--- config.mk ---
export PLATFORM = sky130hd
export DESIGN_NAME = axi_burst_write_master
export DESIGN_NICKNAME = d
export VERILOG_FILES = /design/src/rtl/axi_burst_write_master.sv
export SDC_FILE = /design/constraint.sdc
export NUM_CORES = 1
export LEC_CHECK = 0
export ABC_CLOCK_PERIOD_IN_PS = 4900
export BUFFER_PORTS_ARGS = -buffer_cell sky130_fd_sc_hd__buf_2
export CELL_PAD_IN_SITES_DETAIL_PLACEMENT = 0
export CELL_PAD_IN_SITES_GLOBAL_PLACEMENT = 2
export CORE_MARGIN = 3
export CORE_UTILIZATION = 34
export DETAILED_ROUTE_END_ITERATION = 10
export PLACE_DENSITY_LB_ADDON = 0.1
export SLEW_MARGIN = 20
export SYNTH_ARGS = -nofsm -noshare
export SYNTH_HDL_FRONTEND = slang
export SYNTH_SLANG_ARGS = --single-unit
--- constraint.sdc ---
create_clock -name clk -period 4.9 [get_ports clk]
set_clock_uncertainty 0.05 [all_clocks]
set_input_delay 0.735 -clock clk [delete_from_list [all_inputs] [get_ports clk]]
set_output_delay 0.735 -clock clk [all_outputs]
set_load 0.005 [all_outputs]
--- src/rtl/axi_burst_write_master.sv ---
// axi_burst_write_master: AXI3-style write-burst master with strobe generation and B-response collection
module axi_burst_write_master #(
  parameter int WIDTH = 32,
  parameter int SIZE = 3,
  parameter int TIMEOUT = 256,
  localparam int NB = WIDTH / 8,
  localparam int LB = $clog2(NB),
  localparam int TW = $clog2(TIMEOUT + 1)
) (
  input  logic             clk,
  input  logic             reset,
  input  logic             cmd_valid,
  output logic             cmd_ready,
  input  logic [WIDTH-1:0] cmd_addr,
  input  logic [NB-1:0]    cmd_id,
  input  logic [NB-1:0]    cmd_len,
  input  logic [SIZE-1:0]  cmd_size,
  input  logic [SIZE-2:0]  cmd_burst,
  input  logic             wr_valid,
  output logic             wr_ready,
  input  logic [WIDTH-1:0] wr_data,
  output logic             AWVALID,
  input  logic             AWREADY,
  output logic [WIDTH-1:0] AWADDR,
  output logic [NB-1:0]    AWID,
  output logic [NB-1:0]    AWLEN,
  output logic [SIZE-1:0]  AWSIZE,
  output logic [SIZE-2:0]  AWBURST,
  output logic             WVALID,
  input  logic             WREADY,
  output logic [WIDTH-1:0] WDATA,
  output logic [NB-1:0]    WSTRB,
  output logic             WLAST,
  output logic [NB-1:0]    WID,
  input  logic             BVALID,
  output logic             BREADY,
  input  logic [NB-1:0]    BID,
  input  logic [SIZE-2:0]  BRESP,
  output logic             busy,
  output logic             done,
  output logic [SIZE-2:0]  done_resp,
  output logic [2:0]       done_flags
);
  typedef enum logic [1:0] {IDLE, ADDR, DATA, RESP} state_t;
  localparam logic [SIZE-2:0] FIXED = (SIZE-1)'(0);
  localparam logic [SIZE-2:0] WRAP = (SIZE-1)'(2);
  localparam logic [SIZE-2:0] RSVD = (SIZE-1)'(3);
  localparam logic [SIZE-2:0] SLVERR = (SIZE-1)'(2);
  state_t state;
  logic [WIDTH-1:0] cur_addr, nxt_addr, sz, wmask;
  logic [NB:0] bcnt;
  logic [TW-1:0] tcnt;
  logic [NB-1:0] span, strb;
  logic bad, load, last;
  // Legality of the command currently on the bus: size, burst encoding, wrap length and alignment
  always_comb begin
    bad = (cmd_size > SIZE'(LB)) || (cmd_burst == RSVD) ||
          (cmd_burst == WRAP && (!(cmd_len inside {NB'(1), NB'(3), NB'(7), NB'(15)}) ||
           ((cmd_addr & ((WIDTH'(1) << cmd_size) - WIDTH'(1))) != '0)));
  end
  // Strobe of the beat being loaded, address of the beat after it, and the W load handshake
  always_comb begin
    sz = WIDTH'(1) << AWSIZE;
    wmask = ((WIDTH'(AWLEN) + WIDTH'(1)) << AWSIZE) - WIDTH'(1);
    nxt_addr = (AWBURST == FIXED) ? cur_addr :
               (AWBURST == WRAP) ? ((cur_addr & ~wmask) | ((cur_addr + sz) & wmask)) :
               ((cur_addr & ~(sz - WIDTH'(1))) + sz);
    span = {NB{1'b1}} >> (NB - (1 << AWSIZE));
    strb = NB'({{NB{1'b0}}, span} << cur_addr[LB-1:0]);
    last = bcnt == {1'b0, AWLEN};
    wr_ready = (state == DATA) && (!WVALID || WREADY) && (bcnt <= {1'b0, AWLEN});
    load = wr_valid && wr_ready;
    WID = AWID;
    busy = state != IDLE;
  end
  // Burst FSM: command capture, AW issue, one-entry W register, B collection and completion pulse
  always_ff @(posedge clk or negedge reset) begin
    if (!reset) begin
      state <= IDLE;
      cmd_ready <= 1'b0;
      AWVALID <= 1'b0;
      AWADDR <= '0;
      AWID <= '0;
      AWLEN <= '0;
      AWSIZE <= '0;
      AWBURST <= '0;
      WVALID <= 1'b0;
      WDATA <= '0;
      WSTRB <= '0;
      WLAST <= 1'b0;
      BREADY <= 1'b0;
      done <= 1'b0;
      done_resp <= '0;
      done_flags <= '0;
      cur_addr <= '0;
      bcnt <= '0;
      tcnt <= '0;
    end else begin
      done <= 1'b0;
      done_resp <= '0;
      done_flags <= '0;
      case (state)
        IDLE: begin
          cmd_ready <= 1'b1;
          if (cmd_valid && cmd_ready && bad) begin
            done <= 1'b1;
            done_resp <= SLVERR;
            done_flags <= 3'b100;
          end else if (cmd_valid && cmd_ready) begin
            state <= ADDR;
            cmd_ready <= 1'b0;
            AWVALID <= 1'b1;
            AWADDR <= cmd_addr;
            AWID <= cmd_id;
            AWLEN <= cmd_len;
            AWSIZE <= cmd_size;
            AWBURST <= cmd_burst;
            cur_addr <= cmd_addr;
            bcnt <= '0;
          end
        end
        ADDR: begin
          if (AWREADY) begin
            AWVALID <= 1'b0;
            state <= DATA;
          end
        end
        DATA: begin
          if (load) begin
            WVALID <= 1'b1;
            WDATA <= wr_data;
            WSTRB <= strb;
            WLAST <= last;
            bcnt <= bcnt + 1'b1;
            cur_addr <= nxt_addr;
          end else if (WREADY) begin
            WVALID <= 1'b0;
            WLAST <= 1'b0;
          end
          if (WVALID && WREADY && WLAST) begin
            state <= RESP;
            BREADY <= 1'b1;
            tcnt <= '0;
          end
        end
        RESP: begin
          if (BVALID && BREADY) begin
            state <= IDLE;
            cmd_ready <= 1'b1;
            BREADY <= 1'b0;
            done <= 1'b1;
            done_resp <= BRESP;
            done_flags <= {2'b00, BID != AWID};
          end else if (tcnt == TW'(TIMEOUT - 1)) begin
            state <= IDLE;
            cmd_ready <= 1'b1;
            BREADY <= 1'b0;
            done <= 1'b1;
            done_resp <= SLVERR;
            done_flags <= 3'b010;
          end else begin
            tcnt <= tcnt + 1'b1;
          end
        end
        default: state <= IDLE;
      endcase
    end
  end
endmodule

* Yosys cells after proc, flatten, opt, wreduce, memory -nomap -nowiden
Index checks and enable logic that the tools add are counted.
Storage, ports and cells: flip-flop bits (word level) 140, input bits 90, logic and storage cells 149
Cells by class: add/subtract/negate cells 9, magnitude comparators 2, equal/unequal tests 22, shifts and indexed selects 5, muxes and demuxes 49, bitwise gates (word level) 8, reduce and logical (&&, ||, !) cells 35
Operators with widths (number):
- 32-bit two-way mux | 5
- 32-bit bitwise AND | 4
- 32-bit by 1-bit subtractor with 32-bit output (second input constant) | 3
- 32-bit adder | 2
- 32-bit NOT | 2
- 32-bit one-hot mux with 2 select lines | 1
- 1-bit by 3-bit left shift with 32-bit output (first input constant) | 2
- 32-bit bitwise OR | 1
- 32-bit nonzero test | 1
- 5-bit by 3-bit left shift with 32-bit output | 1
- 4-bit by 32-bit >> shifter with 4-bit output (first input constant) | 1
- 4-bit by 32-bit subtractor with 32-bit output (first input constant) | 1
- 9-bit two-way mux | 3
- 2-bit two-way mux | 11
- 9-bit one-hot mux with 2 select lines | 1
- 1-bit two-way mux | 16
- 5-bit two-way mux | 3
- 2-bit != test (second input constant) | 7
- 4-bit AND reduction | 3
- 2-bit nonzero test | 6
- 2-bit == test (second input constant) | 5
- 5-bit one-hot mux with 2 select lines | 1
- 5-bit AND reduction | 2
- 9-bit by 1-bit adder with 9-bit output (second input constant) | 1
- other kinds (28) | 47

* Logic depth before layout (Yosys ltp)
Gate-level depths: netlist of run 1.
depth after elaboration 10, depth in mapped cells 11, gate-level depth less buffers 10

* Worst setup path before layout of run 1
No wires, ideal clock.
kind input port to flip-flop, start input cmd_size[2], end register AWADDR[0], arrival 2602 ps, data required time 4725 ps, path slack 2123 ps, stages 10, cell sequence buf_6 -> or2_2 -> ha_1 -> nor2b_1 -> nor4b_1 -> and4_1 -> a31o_4 -> nand2_4 -> buf_6 -> mux2_4
Between the ends: word-level cells in the longest chain between the ends 10, elaborated cells on any way between the ends 12, classes of those cells 1 x add/sub; 1 x order compare; 1 x shift; 2 x bitwise; 7 x reduce/logical
Ends and longest elaborated chain:
- from (decl) | line 17 | input logic [SIZE-1:0] cmd_size,
- 1-bit by 3-bit left shift with 32-bit output | line 59 | ((cmd_addr & ((WIDTH'(1) << cmd_size) - WIDTH'(1))) != '0)));
- 32-bit by 1-bit subtractor with 32-bit output | line 59
- 32-bit bitwise AND | line 59
- 32-bit nonzero test | line 59
- 1-bit logical OR | line 58 | (cmd_burst == WRAP && (!(cmd_len inside {NB'(1), NB'(3), NB'(7), NB'(15)}) ||
- 1-bit logical AND | line 58
- 1-bit logical OR * | line 57 | bad = (cmd_size > SIZE'(LB)) || (cmd_burst == RSVD) ||
- 1-bit logical AND * | line 105 | if (cmd_valid && cmd_ready && bad) begin
- 1-bit NOT (no source line) *
- 3-bit AND reduction (no source line) *
- to (signal assigned) | line 113 | AWADDR <= cmd_addr;
- to (decl) | line 24 | output logic [WIDTH-1:0] AWADDR,
Every way passes the cells marked *; elsewhere a longest branch is shown, timed or not. A chain may end at the register's enable or synchronous reset.

* Worst setup path in the final report of run 1
start input cmd_size[1], end register AWADDR[13]
The elaborated chain is that of the path after synthesis.

==> metrics.csv, run 1 <==
stage;metric;value;unit
status;status;finished, final reports clean;
route;wl_per_cell;15.6;um
timing;period_needed;2.95;ns
setup_path;cp_num_buf_inv;1;
setup_path;crit_path_cell_trace;buf_2 > or2_2 > ha_1 > nor2b_1 > nor4b_1 > and4_1 > a31o_4 > nand2_4 > mux2_4;
floorplanning;die_w;133;um
cts;cts-resized-gates;0;
timing;hold_viol_final;0;
logic_synthesis;syn_area_per_cell;12.1;um2
logic_synthesis;syn_inst;455;
cts;clock_latency;0.35;ns
route;drt_iter0_drc;148;
logic_synthesis;synth.net_count;566;
floorplanning;dieArea;17700;um2
setup_path;crit_fanout;45;
finish;mostFrequentLayoutCells;buf_2 (186), dfrtp_1 (110), mux2_4 (39), mux2_2 (39), nand2_1 (26);
timing;worst_pin_slew;0.946;ns
cts;clock_path_buffers;2;
timing;tns;0;ns
logic_synthesis;yosysWarningCount;0;
cts;clkSlewWorstSetupHoldPaths;0.08;ns
finish;layout.nets;743;
finish;fillers;1495;
route;dr.pass1.iters;4;
finish;drive_gt1_share;45.4;%
global_route;grt_antenna_before_repair;1;
logic_synthesis;synthFlopType;dfrtp_1;
logic_synthesis;synth_edf_count;0;
power;power;4.13;mW
timing;rsz0062_at_grt;false;
floorplanning;start_util;35.5;%
setup_path;worst_path_dominant_cell_family;simple AND/OR/NAND/NOR gates;
global_route;grt_max_degree;75;
power;ir_drop;0.000202;V
setup_path;cp-start-kind;primary input;
route;detail-route-antenna-nets;0;
setup_path;worstSetupEndpointType;flop;
cts;post-cts-setup-buffer-count;0;
floorplanning;num_rows;45;
route;vias_per_cell;4.82;
cts;cts_hold_repair.buffers;0;
cts;cts_tree;done;
route;drc_errors;0;
cts;cts.sinks;110;
floorplanning;io_pins;188;
timing;setup_viol;0;
logic_synthesis;yosysSeqAreaShare;50.1;%
place;place_hpwl;9780;um
global_route;track_usage;15.0;%
cts;htreeDepth;3;
global_route;grt_pass1_wl;21800;um
route;drt-total-wl;13200;um
finish;antenna_cells;0;
finish;final_common_cell;buf_2;
floorplanning;core;15500;um2
setup_path;crit_path_max_incr_delay;0.48;ns
setup_path;path_class;in -> reg;
floorplanning;die_y;133;um
power;powerDensity;602;nW/um2
setup_path;cp_slowest_cell;mux2_4;
setup_path;arrival;3.13;ns
timing;slew_viol_final;0;
timing;period_share;60.1;%
logic_synthesis;synthesis.area;5490;um2
logic_synthesis;synth_seq_cells;110;
run;timing.max_cap.violations;0;
timing;fmax;339;MHz
timing;relSlewSlack;36.9;%
logic_synthesis;synth_cell_types;56;
global_route;grt_overflow;0;
cts;root_buffer;clkbuf_16;
finish;area_growth;25.2;%
setup_path;cp.required;5.08;ns
place;gp_congestion;0.798;
route;vias;4087;
min_path;hp-class;reg -> reg;
cts;cts_made_buffers;9;
place;numPortBuffers;187;
power;p_leak;3.59;nW
logic_synthesis;async_reset_ff_share;100;%
global_route;grt_pass1_vias;4282;
cell families after synthesis:
| family | Yosys count | share of synthesized area, % |
|---|---|---|
| DFF | 110 | 50.1 |
| and+or+nand+nor | 97 | 9.21 |
| AOI/OAI and AO/OA | 92 | 11.0 |
| muxes | 81 | 19.2 |
| buffers and inverters | 44 | 4.08 |
| adders and majority gates | 21 | 4.79 |
| xor gates and xnor gates | 10 | 1.60 |
where the power goes:
group	internal [mW]	switching, mW	total [mW]
combinational	0.956	0.847	1.80
sequential	1.30	0.287	1.59
clock	0.374	0.368	0.742
cells in the mapped netlist, types with 2 or more instances:
| library cell | number | area (um2) |
|---|---|---|
| nand2_1 | 26 | 97.6 |
| nor4_1 | 2 | 12.5 |
| nand2b_1 | 9 | 56.3 |
| o211a_1 | 3 | 30.0 |
| and3_1 | 8 | 50.1 |
| a22oi_1 | 2 | 15.0 |
| buf_6 | 5 | 56.3 |
| o21ai_1 | 6 | 30.0 |
| a21o_1 | 5 | 37.5 |
| nor2_1 | 14 | 52.6 |
| nand3_1 | 11 | 55.1 |
| o22ai_1 | 2 | 12.5 |
| xor2_1 | 7 | 61.3 |
| inv_1 | 19 | 71.3 |
| mux2_2 | 39 | 439 |
| nor2b_1 | 2 | 12.5 |
| mux2_4 | 39 | 586 |
| o21ai_0 | 19 | 95.1 |
| nand4_1 | 3 | 18.8 |
| buf_4 | 4 | 30.0 |
| xnor2_1 | 3 | 26.3 |
| a221o_1 | 2 | 20.0 |
| a211oi_1 | 3 | 22.5 |
| ha_1 | 21 | 263 |
| a31oi_1 | 4 | 25.0 |
| dfrtp_1 | 110 | 2750 |
| a22o_1 | 5 | 43.8 |
| or3_1 | 2 | 12.5 |
| clkbuf_1 | 10 | 37.5 |
| a21oi_1 | 23 | 115 |
| o31ai_1 | 6 | 45.0 |
| and4_1 | 2 | 17.5 |
| buf_2 | 5 | 25.0 |
| nor3_1 | 10 | 50.1 |
| mux2i_1 | 3 | 30.0 |
final cells by class:
type	instances	area [um2]	area share, %
sequential	110	2750	40.0
multi-input combinational	301	2520	36.7
timing repair buffer	190	961	14.0
tap	211	264	3.84
clock buffer	10	239	3.48
inverter	20	75.1	1.09
clock inverter	6	58.8	0.855
worst reg2reg max path, cell delays in order, from the launching register on:
cell     delay (ns)
dfrtp_1        0.45
ha_1           0.35
a21oi_1        0.07
o211a_1        0.27
o21ai_4        0.62
buf_4          0.47
mux2_2         0.39
registers in the layout (all words and copies together), names as in the netlist, 3 cells and up, named ones only:
signal / count
AWLEN: 4
AWSIZE: 3
WDATA: 32
WSTRB: 4
done_flags: 3
bcnt: 5
AWADDR: 32
tcnt: 9
AWID: 4
through the flow:
stage / utilization (%) / setup WS (ns) / std cells / instance area (um2) / hold WS, ns
after floorplan: - / 2.12 / 455 / 5490 / 0.389
after global placement: 42.5 / 1.62 / 832 / 6580 / 0.405
after detailed placement: 42.5 / 1.56 / 832 / 6580 / 0.415
after CTS: 44.4 / 1.94 / 848 / 6870 / 0.437
after global routing: 44.4 / 1.79 / 848 / 6870 / 0.452
final: 44.4 / 1.95 / 848 / 6870 / 0.429
path summary, 6_finish.rpt:
| path | startpoint | end | slack, ns | depth (start not counted) |
|---|---|---|---|---|
| worst max-delay path | cmd_size[1] | AWADDR[13] | 1.95 | 9 |
| worst min-delay path | WSTRB[0] | WSTRB[0] | 0.43 | 2 |
| worst max register to register | bcnt[2] | WDATA[22] | 2.12 | 6 |
| worst min register to register | WSTRB[0] | WSTRB[0] | 0.43 | 2 |
| max in group asynchronous | reset | AWADDR[2] | 3.25 | 2 |
| min in group asynchronous | reset | BREADY | 0.47 | 1 |
per-layer routing:
layer	share of wire [%]	GRT usage, %	up-vias
met5	0.098	0	-
met4	1.5	4.62	2
met3	7.1	4.45	17
met2	46	23.4	130
met1	45	20.2	1965
li1	-	-	1973
Note: power is estimated with default switching activity, not from simulation.
==> inputs of run 2 (changes only) <==
--- a/config.mk
+++ b/config.mk
@@ -5,12 +5,12 @@
 export SDC_FILE = /design/constraint.sdc
 export NUM_CORES = 1
 export LEC_CHECK = 0
-export ABC_CLOCK_PERIOD_IN_PS = 4900
+export ABC_CLOCK_PERIOD_IN_PS = 2600
 export BUFFER_PORTS_ARGS = -buffer_cell sky130_fd_sc_hd__buf_2
 export CELL_PAD_IN_SITES_DETAIL_PLACEMENT = 0
 export CELL_PAD_IN_SITES_GLOBAL_PLACEMENT = 2
 export CORE_MARGIN = 3
-export CORE_UTILIZATION = 34
+export CORE_UTILIZATION = 29
 export DETAILED_ROUTE_END_ITERATION = 10
 export PLACE_DENSITY_LB_ADDON = 0.1
 export SLEW_MARGIN = 20
==> constraint.sdc (replaced) <==
create_clock -name clk -period 2.6 [get_ports clk]
set_clock_uncertainty 0.05 [all_clocks]
set_input_delay 0.39 -clock clk [delete_from_list [all_inputs] [get_ports clk]]
set_output_delay 0.39 -clock clk [all_outputs]
set_load 0.005 [all_outputs]
==> run 2 against run 1 <==
Compared with the run above:
- sequential power increased by 87%
- sequential share of layout area decreased by 1.5 points
- die area increased by 16%
- first-iteration DRC count decreased by 20%
- core utilization decreased by 5.3 points
- critical path depth decreased by 3
- non-clock buffer count increased by 25
==> metrics.csv, run 2 (same netlist as run 1, synthesis figures left out) <==
stage;metric;value;unit;change
global_route;grt_max_degree;48;;-36%
finish;antenna_cells;0;;unchanged
setup_path;crit_fanout;20;;-56%
cts;cts_tree;done;;
power;powerDensity;1120;nW/um2;+86%
power;power.internal;5.14;mW;+95%
power;switching_share;35.8;%;-0.56 points
timing;period_share;90.2;%;
timing;tns;0;ns;unchanged
cts;htreeDepth;3;;unchanged
global_route;busiest_layer;met2;;
cts;clock_path_buffers;2;;unchanged
global_route;grt_pass1_vias;4432;;+3.5%
finish;final_common_cell;buf_2;;
route;vias_per_cell;4.64;;-3.6%
place;numPortBuffers;187;;unchanged
cts;cts-resized-gates;0;;unchanged
place;gp_congestion;0.812;;+1.7%
power;comb_power_share;45.0;%;+1.4 points
route;detail-route-antenna-nets;0;;unchanged
cts;root_buffer;clkbuf_16;;
cts;cts_hold_repair.buffers;0;;unchanged
finish;mostFrequentLayoutCells;buf_2 (186), dfrtp_1 (110), mux2_4 (39), mux2_2 (39), nand2_1 (26);;
setup_path;r2r_end;WDATA[29];;
timing;period_needed;2.34;ns;
cts;post-cts-setup-buffer-count;0;;unchanged
global_route;track_usage;14.2;%;-0.80 points
power;pwr-share-clk;17.9;%;about the same
global_route;grt_antenna_before_repair;0;;-1
finish;area_growth;30.1;%;
floorplanning;die_y;144;um;+7.9%
cts;clock_latency;0.35;ns;about the same
route;vias;4133;;+1.1%
power;p_leak;3.74;nW;+4.1%
status;status;finished, final reports clean;;
global_route;grt_pass1_wl;23300;um;+6.5%
timing;hold_viol_final;0;;unchanged
timing;setup_viol;0;;unchanged
finish;drive_gt1_share;47.4;%;+2.0 points
place;place_hpwl;11100;um;+13%
floorplanning;dieArea;20600;um2;+16%
global_route;grt.met3_usage;3.66;%;-0.79 points
global_route;met1_usage;19.1;%;-1.1 points
floorplanning;num_rows;49;;+8.9%
timing;fmax;427;MHz;
setup_path;crit_path_cell_trace;ha_1 > a21oi_1 > o211a_1 > o21ai_4 > buf_4 > mux2_2;;
cts;cts.sinks;110;;unchanged
power;power_frac_seq;37.0;%;-1.4 points
route;drt-total-wl;14300;um;+7.9%
power;ir_drop;0.000392;V;+94%
setup_path;ff2ff_path_depth;6;;unchanged
power;power;8.01;mW;+94%
global_route;grtUsageMet2;22.6;%;-0.80 points
timing;rsz0062_at_grt;false;;
floorplanning;core;18300;um2;+18%
setup_path;crit_path_max_incr_delay;0.46;ns;-0.02 ns
setup_path;arrival;2.53;ns;-0.60 ns
setup_path;cp-start-kind;flop;;
finish;reg_top3;AWADDR (32), WDATA (32), tcnt (9);;
setup_path;path_class;reg -> reg;;
setup_path;cp.required;2.78;ns;-2.30 ns
min_path;hp-class;in -> async;;
floorplanning;start_util;30.0;%;-5.4 points
setup_path;cp_slowest_cell;dfrtp_1;;
timing;worst_pin_slew;0.655;ns;-0.291 ns
power;p_sw;2.86;mW;+91%
setup_path;r2r_slack;0.26;ns;-1.86 ns
finish;finish.utilization;39.1;%;-5.3 points
global_route;grt_overflow;0;;unchanged
setup_path;timing.rr.start;bcnt[2];;
floorplanning;die_w;144;um;+7.9%
route;drt_iter0_drc;119;;-20%
finish;layout.nets;768;;+3.4%
setup_path;worstSetupEndpointType;flop;;
timing;slew_viol_final;0;;unchanged
run;timing.max_cap.violations;0;;unchanged
cts;cts_made_buffers;9;;unchanged
route;wl_per_cell;16.0;um;+2.8%
cts;clkSlewWorstSetupHoldPaths;0.08;ns;about the same
route;dr.pass1.iters;4;;unchanged
timing;hold_ws;0.0102;ns;-0.419 ns
timing;relSlewSlack;56.3;%;+19 points
floorplanning;io_pins;188;;unchanged
route;drc_errors;0;;unchanged
==> run 2: metrics by stage <==
step,area [um2],instances,setup WS [ns]
6_report,7140,890,0.255
2_1_floorplan,5490,455,0.168
3_5_place_dp,6840,875,0.00482
3_3_place_gp,6840,875,0.0255
4_1_cts,7140,890,0.197
5_1_grt,7140,890,0.0162
==> run 2: how the worst max path moves through the flow <==
stage | from | endpoint | slack, ns | depth (start not counted)
floorplan | cmd_size[2] | AWADDR[0] | 0.17 | 10
global placement | cmd_size[1] | state[1] | 0.03 | 9
detailed placement | cmd_size[1] | state[1] | 0.005 | 9
CTS | bcnt[2] | wr_ready | 0.20 | 5
global route | tcnt[0] | state[1] | 0.02 | 10
finish | bcnt[2] | WDATA[29] | 0.26 | 6
==> run 2: per-layer routing <==
layer / up-vias / share of wire, % / wire [um]
li1: 2029 / - / -
met3: 9 / 7.2 / 1030
met1: 1959 / 46 / 6540
met5: - / 0 / 0
met2: 136 / 46 / 6530
met4: 0 / 1.2 / 172
==> run 2: final cells by class <==
| class | instances | area [um2] |
|---|---|---|
| Inverter | 20 | 75.1 |
| Tap cell | 229 | 287 |
| Clock buffer | 9 | 225 |
| Fill cell | 1832 | 11100 |
| Multi-Input combinational cell | 301 | 2520 |
| Sequential cell | 110 | 2750 |
| Clock inverter | 6 | 78.8 |
| Timing Repair Buffer | 215 | 1200 |
==> run 2: worst max-delay path: cells and delay by family (launching register included) <==
family,cells,cell delay [ns]
adders and majority gates,1,0.35
muxes,1,0.37
AOI/OAI and AO/OA,3,0.66
buffers and inverters,1,0.34
DFF,1,0.46
==> run 2: power groups by stage <==
stage               Sequential [mW]  Clock, mW  Combinational [mW]
floorplan                      2.99          0                2.16
global placement               2.98          0                3.65
detailed placement             2.99          0                3.70
CTS                            2.98       1.51                3.69
global route                   3.09       1.57                4.05
finish                         2.97       1.43                3.61
==> inputs of run 3 (changes only) <==
--- a/config.mk
+++ b/config.mk
@@ -9,7 +9,7 @@
 export BUFFER_PORTS_ARGS = -buffer_cell sky130_fd_sc_hd__buf_2
 export CELL_PAD_IN_SITES_DETAIL_PLACEMENT = 0
 export CELL_PAD_IN_SITES_GLOBAL_PLACEMENT = 2
-export CORE_MARGIN = 3
+export CORE_MARGIN = 2
 export CORE_UTILIZATION = 29
 export DETAILED_ROUTE_END_ITERATION = 10
 export PLACE_DENSITY_LB_ADDON = 0.1
==> run 3 against run 2 <==
Compared with the run above:
- sequential power is essentially flat
- cell count grew 0.90%
- final area grew 0.46%
- largest cell class unchanged
==> metrics.csv, run 3 (same netlist as run 1, synthesis figures left out) <==
stage;metric;value;unit;change
status;status;finished, final reports clean;;
setup_path;arrival;2.64;ns;+0.11 ns
timing;slew_viol_final;0;;unchanged
floorplanning;io_pins;188;;unchanged
setup_path;path_class;reg -> reg;;
cts;clock_path_buffers;2;;unchanged
cts;cts_made_buffers;9;;unchanged
route;vias;4243;;+2.7%
route;detail-route-antenna-nets;0;;unchanged
floorplanning;num_rows;50;;+2.0%
place;gp_congestion;0.744;;-8.4%
finish;antenna_cells;0;;unchanged
finish;mostFrequentLayoutCells;buf_2 (186), dfrtp_1 (110), mux2_4 (39), mux2_2 (39);;
cts;cts_tree;done;;
place;placedCellCount;878;;+0.34%
place;place_hpwl;10700;um;-3.2%
timing;hold_viol_final;0;;unchanged
global_route;track_usage;14.8;%;+0.53 points
min_path;hp-class;in -> reg;;
power;powerDensity;1120;nW/um2;about the same
floorplanning;die_y;142;um;-1.4%
route;vias_per_cell;4.72;;+1.7%
cts;clock_latency;0.35;ns;about the same
route;drt-total-wl;14400;um;+0.52%
power;p_leak;3.74;nW;+0.16%
timing;worst_slack;0.156;ns;-0.0990 ns
setup_path;r2r_end;WDATA[6];;
timing;hold_ws;0.190;ns;+0.179 ns
global_route;grt_overflow;0;;unchanged
setup_path;timing.rr.start;bcnt[3];;
cts;cts.sinks;110;;unchanged
power;ir_drop;0.000427;V;+8.8%
timing;worst_pin_slew;0.756;ns;+0.101 ns
floorplanning;die_w;142;um;-1.4%
power;power.internal;5.09;mW;-0.97%
finish;final_common_cell;buf_2;;
floorplanning;dieArea;20000;um2;-2.8%
timing;fmax;409;MHz;-4.1%
place;placed_cell_area;6830;um2;-0.13%
global_route;grt_pass1_wl;23200;um;about the same
setup_path;cp-start-kind;flop;;
place;numPortBuffers;187;;unchanged
power;power_frac_seq;36.7;%;-0.3 points
floorplanning;core;18600;um2;+2.0%
min_path;holdPathEnd;done_resp[0];;
timing;rsz0062_at_grt;false;;
power;pwr-share-clk;17.8;%;about the same
finish;layout.nets;770;;+0.26%
route;wl_per_cell;16.0;um;-0.38%
route;drc_errors;0;;unchanged
setup_path;crit_fanout;22;;+10%
timing;setup_viol;0;;unchanged
cts;htreeDepth;3;;unchanged
finish;finish.utilization;38.5;%;-0.61 points
setup_path;cp.required;2.80;ns;+0.02 ns
cts;cts-resized-gates;0;;unchanged
timing;period_needed;2.44;ns;+0.0990 ns
finish;design_area;7170;um2;+0.46%
min_path;hold_depth;2;;
global_route;grt_antenna_before_repair;0;;unchanged
setup_path;worstSetupEndpointType;flop;;
global_route;grt_max_degree;76;;+58%
global_route;grt_pass1_vias;4476;;+0.99%
power;comb_power_share;45.4;%;+0.4 points
finish;final-seq-area;2750;um2;unchanged
finish;drive_gt1_share;47.4;%;+0.087 points
finish;fillers;1878;;+2.5%
setup_path;r2r_slack;0.16;ns;-0.10 ns
floorplanning;start_util;29.4;%;-0.60 points
cts;root_buffer;clkbuf_16;;
finish;multi_input_area;2520;um2;unchanged
route;drt_iter0_drc;146;;+23%
setup_path;ff2ff_path_depth;6;;unchanged
run;timing.max_cap.violations;0;;unchanged
route;dr.pass1.iters;4;;unchanged
cts;clkSlewWorstSetupHoldPaths;0.09;ns;about the same
place;detailedPlace.worstSlack;-0.0409;ns;-0.0457 ns
min_path;hold_start;BRESP[0];;
finish;final_cell_count_no_fill;898;;+0.90%
finish;reg_top3;AWADDR (32), WDATA (32), tcnt (9);;
timing;period_share;94.0;%;+3.8 points
finish;area_growth;30.7;%;
power;switching_share;36.7;%;+0.95 points
timing;relSlewSlack;49.2;%;-7.2 points
power;p_sw;2.95;mW;+3.2%
[run 3: cell types whose count changed in the layout (fill, tap and decap cells not counted), sizes merged]
cell / previous run / this run
clkinv: 3 / 4
clkinvlp: 0 / 1
bufinv: 1 / 0
dlygate4sd3: 0 / 1
buf: 215 / 216
[run 3: how the worst max path moves through the flow]
stage	start	endpoint	cells past startpoint
6_report	bcnt[3]	WDATA[6]	6
5_1_grt	AWLEN[2]	WDATA[6]	7
4_1_cts	bcnt[3]	WDATA[6]	6
3_5_place_dp	cmd_size[1]	state[1]	9
3_3_place_gp	cmd_size[1]	state[1]	9
2_1_floorplan	cmd_size[2]	AWADDR[0]	10
[run 3: metal layers]
metal  GRT usage [%]  wire (um)  vias up
li1                -          -     2039
met1            18.8       6400     2061
met2            23.9       6710      134
met3            4.99       1090        9
met4            4.26        158        0
met5               0          0        -
[run 3: final cells by class]
class                      count  share of cell area, %
tap                          234                   4.08
timing repair buffer         217                   17.0
sequential                   110                   38.4
clock buffer                   9                   3.14
multi-input combinational    301                   35.2
clock inverter                 7                   1.22
inverter                      20                   1.05
[run 3: power by group through the flow]
stage	registers [mW]	logic [mW]	clock network, mW
2_1_floorplan	2.99	2.16	0
3_3_place_gp	2.97	3.64	0
3_5_place_dp	2.98	3.70	0
4_1_cts	2.97	3.71	1.51
5_1_grt	3.08	4.07	1.58
6_report	2.96	3.65	1.44
[run 3: timing repair]
item,in CTS,in global routing
setup buffers,0,3
hold buffers,1,0
hold endpoints to repair,35,0
setup endpoints to repair,0,22
[run 3: critical path: stages, from the launching register on]
cell     delay [ns]
dfrtp_1        0.46
ha_1           0.35
inv_1          0.04
o211a_1        0.29
o21ai_4        0.39
buf_4          0.37
mux2_2         0.38
[run 3: stage by stage]
step / setup TNS (ns) / total power, mW
global placement: 0 / 6.61
finish: 0 / 8.05
detailed placement: -0.288 / 6.68
global route: 0 / 8.72
floorplan: 0 / 5.15
CTS: 0 / 8.19
